==> src/rtl/fixed_point_abs_peak_acc.sv <==
// fixed_point_abs_peak_acc: per-frame L1 sum, peak and peak index of magnitudes; FIXED_POINT_ABS_PEAK_ACC_MEAN_EN adds MEAN_OUT
module fixed_point_abs_peak_acc #(
    parameter int WIDTH = 8,
    parameter int FRAC_BITS = 3,
    parameter int FRAME_LEN = 16,
    parameter int CNT_WIDTH = $clog2(FRAME_LEN + 1),
    parameter int ACC_WIDTH = WIDTH + $clog2(FRAME_LEN)
) (
    input  logic                 CLK,
    input  logic                 RST,
    input  logic [WIDTH-1:0]     VALUE_IN,
    input  logic                 VALID_IN,
    input  logic                 FLUSH_IN,
    output logic [ACC_WIDTH-1:0] SUM_OUT,
    output logic [WIDTH-1:0]     PEAK_OUT,
    output logic [CNT_WIDTH-1:0] PEAK_IDX_OUT,
    output logic [CNT_WIDTH-1:0] COUNT_OUT,
    output logic                 VALID_OUT,
    output logic                 BUSY_OUT,
    output logic                 ERROR_OUT
`ifdef FIXED_POINT_ABS_PEAK_ACC_MEAN_EN
    ,
    output logic [WIDTH-1:0]     MEAN_OUT
`endif
);
    typedef enum logic {IDLE, ACCUM} state_t;
    state_t state;
    logic signed [ACC_WIDTH-1:0] acc, acc_n;
    logic [WIDTH-1:0] peak, peak_n, v;
    logic [CNT_WIDTH-1:0] idx, idx_n, cnt, cnt_n;
    logic neg, upd, close;
    if (FRAME_LEN < 2) begin : g_len_chk
        $error("FRAME_LEN must be at least 2");
    end
    if (FRAC_BITS >= WIDTH) begin : g_frac_chk
        $error("FRAC_BITS must be below WIDTH");
    end
`ifdef FIXED_POINT_ABS_PEAK_ACC_MEAN_EN
    localparam int SH = $clog2(FRAME_LEN);
    if ((FRAME_LEN & (FRAME_LEN - 1)) != 0) begin : g_pow2_chk
        $error("FRAME_LEN must be a power of two when MEAN_OUT is enabled");
    end
`endif
    assign BUSY_OUT = state == ACCUM;
    always_comb begin
        neg = VALID_IN && VALUE_IN[WIDTH-1];
        v = VALUE_IN[WIDTH-1] ? '0 : VALUE_IN;
        upd = VALID_IN && (cnt == '0 || v > peak);
        acc_n = acc + (VALID_IN ? {{(ACC_WIDTH-WIDTH){v[WIDTH-1]}}, v} : '0);
        peak_n = upd ? v : peak;
        idx_n = upd ? cnt : idx;
        cnt_n = cnt + CNT_WIDTH'(VALID_IN);
        close = FLUSH_IN || (VALID_IN && cnt_n == CNT_WIDTH'(FRAME_LEN));
    end
    always_ff @(posedge CLK) begin
        if (RST) begin
            state <= IDLE;
            acc <= '0;
            peak <= '0;
            idx <= '0;
            cnt <= '0;
            SUM_OUT <= '0;
            PEAK_OUT <= '0;
            PEAK_IDX_OUT <= '0;
            COUNT_OUT <= '0;
            VALID_OUT <= 1'b0;
            ERROR_OUT <= 1'b0;
`ifdef FIXED_POINT_ABS_PEAK_ACC_MEAN_EN
            MEAN_OUT <= '0;
`endif
        end else begin
            VALID_OUT <= close;
            if (neg) ERROR_OUT <= 1'b1;
            if (close) begin
                SUM_OUT <= acc_n;
                PEAK_OUT <= peak_n;
                PEAK_IDX_OUT <= idx_n;
                COUNT_OUT <= cnt_n;
`ifdef FIXED_POINT_ABS_PEAK_ACC_MEAN_EN
                MEAN_OUT <= WIDTH'(acc_n >>> SH);
`endif
                acc <= '0;
                peak <= '0;
                idx <= '0;
                cnt <= '0;
                state <= IDLE;
            end else begin
                acc <= acc_n;
                peak <= peak_n;
                idx <= idx_n;
                cnt <= cnt_n;
                state <= cnt_n != '0 ? ACCUM : IDLE;
            end
        end
    end
endmodule

==> config.mk <==
export PLATFORM = sky130hd
export DESIGN_NAME = fixed_point_abs_peak_acc
export DESIGN_NICKNAME = d
export VERILOG_FILES = /design/src/rtl/fixed_point_abs_peak_acc.sv
export SDC_FILE = /design/constraint.sdc
export NUM_CORES = 1
export LEC_CHECK = 0
export BUFFER_PORTS_ARGS = -buffer_cell sky130_fd_sc_hd__buf_4
export CAP_MARGIN = 10
export CORE_ASPECT_RATIO = 0.7
export CORE_MARGIN = 10
export CORE_UTILIZATION = 40
export DETAILED_ROUTE_END_ITERATION = 10
export GPL_ROUTABILITY_DRIVEN = 0
export PLACE_DENSITY = 0.66
export SYNTH_ARGS = -nofsm -noshare
export SYNTH_HDL_FRONTEND = slang
export SYNTH_SLANG_ARGS = --single-unit
==> constraint.sdc <==
create_clock -name CLK -period 2.2 [get_ports CLK]
set_clock_uncertainty 0.15 [all_clocks]
set_input_delay 0.33 -clock CLK [delete_from_list [all_inputs] [get_ports CLK]]
set_output_delay 0.33 -clock CLK [all_outputs]
set_load 0.05 [all_outputs]
==> results.cfg <==
[outcome]
outcome = finished clean

[critical_path]
cp_data_required_time_ns = 2.34
crit_type = in -> reg
r2r-start = peak[3]
crit_start = VALUE_IN[7]
crit_slowest_cell = or4_1
slowest_delay_ns = 0.54
crit_fanout = 9
worstPathCellList = buf_12 -> and2b_1 -> and2_4 -> ha_4 -> fa_2 -> a21o_1 -> a21oi_2 -> buf_4 -> o21bai_4 -> a21oi_4 -> or4_1 -> nand3_2
critPathCaptureType = register
start_kind = input port
crit_arrival_ns = 2.30

[die]
die_h_microns = 92.1
initial_core_util_pct = 40.9
core_sq_um = 7250
ioPinCount = 45
num_rows = 26
die_area_sq_um = 11300
die_w_microns = 123

[drt]
wl_met1_mm = 3.74
dr.pass1.iters = 4
routed_wl_mm = 8.17
avgRoutedWirePerCell_microns = 15.6
drc = 0
vias = 2673
drtIter0Drc = 119
routed.top_layer = met4
wl_met3_microns = 603
detail_route.vias_per_cell = 5.10
drtAntennaViolNets = 0
wl_met2_mm = 3.78

[clock_network]
h-tree-depth = 3
clockBufferDepth = 2
clk_pin_slew_ns = 0.07
cts_num_sinks = 63
cts_tree = yes
cts_made_buffers = 9
ctsHoldBuffers = 0
clock_latency_ns = 0.34
cts_root_buffer = clkbuf_8

[yosys]
ys_seq_elements = 63
synth_nets = 358
synth_xor_area_share_pct = 4.98
synth_fa_ha_area_share_pct = 6.58
avgSynthCellArea_sq_um = 8.96
yosysWarnings = 0
synth_top_area_cell = dfxtp_1
syn_inst = 331
synth_compound_area_share_pct = 15.5
synthArstFlopShare_pct = 0
synthMuxAreaShare_pct = 0.675
synth.area.top_cells = dfxtp_1 (43%), ha_1 (5.9%), nand2_1 (4.9%)
synth_top_family_by_area = simple AND/OR/NAND/NOR gates
synth_top_cell_area_share_pct = 42.5
synth_ff_type = dfxtp_1
synth_cell_types = 51
synthSimpleGateAreaFrac_pct = 24.7
synth_area_sq_um = 2970
ys_seq_area_share_pct = 42.5
synth_edf_count = 0

[sta]
worst_pin_slew_ns = 0.411
grt_setup_unrepaired = true
maxSlewHeadroom_pct = 72.6
min_period_over_period_pct = 98.3
clock.fmax_ghz = 0.463
fin_crit_ns = 2.16
setup_slack_ns = 0.0382
maxSlewViolCount = 0
hold_viol = 0
fin_setup_tns_ns = 0
setup_viol = 0

[finish]
final_common_cell = buf_4
nNetsFinal = 448
syn_to_final_growth_pct = 42.3
final_cell_mix = buf_4 (85), dfxtp_1 (57), nand2_1 (38)
diodes = 0
drive_gt1_share_pct = 37.1
num-fill-cells = 628

[global_route]
overflow = 0
antenna_found_initial = 0
grt_max_degree = 24
grt_pass1_wl_mm = 13.1
grt_pass1_vias = 2655
grt_usage_pct = 14.3

[place]
hpwlAfterDp_mm = 5.75
portBuffers = 44
dp_slack_ns = -0.381

[min_path]
min_from = FLUSH_IN
min_path_type = in -> reg

[power_and_ir_drop]
leakagePower_uw = 0.00174
irDropWorstVdd_mv = 0.304
p_per_area_nw_per_um2 = 642

[flow_run]
maxCapViolCount = 0
## cell type report
cell class                      count  area [sq um]  share of cell area [%]
Multi-Input combinational cell    241          1770                    41.8
Inverter                            9          38.8                   0.919
Clock inverter                      5          57.6                    1.36
Clock buffer                       11           141                    3.35
Timing Repair Buffer               97           826                    19.6
Sequential cell                    63          1270                    30.1
Tap cell                           98           123                    2.91
## critical path, delay by kind of cell
| family | cells | cell delay [ns] |
|---|---|---|
| and+or+nand+nor | 4 | 0.98 |
| AOI/OAI and AO/OA | 4 | 0.39 |
| adders and majority gates | 2 | 0.32 |
| buffers and inverters | 2 | 0.27 |
## path summary, 6_finish.rpt
path	slack (ns)	end	cells after the start
worst max register to register	0.05	PEAK_IDX_OUT[0]	9
worst max-delay path	0.04	SUM_OUT[6]	12
worst min register to register	0.30	SUM_OUT[5]	2
worst min-delay path	0.08	COUNT_OUT[4]	2
## flip-flops by register name, summed over array words and instances (netlist names)
| register | count |
|---|---|
| SUM_OUT | 12 |
| cnt | 5 |
| BUSY_OUT | 1 |
| PEAK_OUT | 8 |
| PEAK_IDX_OUT | 5 |
| peak | 8 |
| acc | 12 |
| ERROR_OUT | 1 |
| VALID_OUT | 1 |
| idx | 5 |
| COUNT_OUT | 5 |
## cell families after synthesis
kind of cell | after synthesis
compound gates | 69
xor+xnor | 16
fa+ha+maj | 15
buf+inv | 27
flops | 63
mux | 2
simple gates | 139
## layer usage
| layer | global-route usage [%] | vias up |
|---|---|---|
| met3 | 5.21 | 6 |
| met2 | 20.9 | 69 |
| li1 | - | 1347 |
| met4 | 5.68 | 0 |
| met1 | 18.6 | 1251 |
| met5 | 0 | - |
## per-stage QoR
| stage | hold slack (ns) | std cells | cell area, sq um | utilization (%) | power [uW] |
|---|---|---|---|---|---|
| 3_5_place_dp | 0.294 | 501 | 3710 | 51.1 | 1650 |
| 6_report | 0.0829 | 524 | 4220 | 58.2 | 2710 |
| 2_1_floorplan | 0.276 | 331 | 2990 | - | 1490 |
| 3_3_place_gp | 0.289 | 501 | 3710 | 51.1 | 1640 |
| 5_1_grt | 0.0876 | 524 | 4220 | 58.2 | 2820 |
| 4_1_cts | 0.0826 | 518 | 3940 | 54.2 | 2670 |
## power by group
group          total, uW  switching, uW  leakage, uW  internal [uW]
clock network       1030            471     0.000103            555
logic                495            286      0.00113            209
registers           1190           18.8     0.000514           1170
total               2710            776      0.00174           1940
## cells in the mapped netlist (all sizes together), types with 4 or more instances
cell type   n
xnor2      11
a21oi      25
o211ai      6
nand2      39
buf        14
and2       16
and2b       5
nand3      20
dfxtp      63
clkbuf      4
inv         9
xor2        5
ha         14
nor2       30
a211oi      9
o21ai      13
nand4      10
## timing repair
item / in CTS / in global routing
endpoints found under the setup margin: 37 / 47
gates resized for setup: 6 / 48
cloned: 0 / 1
pin swaps: 3 / 23
endpoints found under the hold margin: 0 / 0
setup buffers: 1 / 5
No activity file was read; power rests on OpenSTA's default activity.
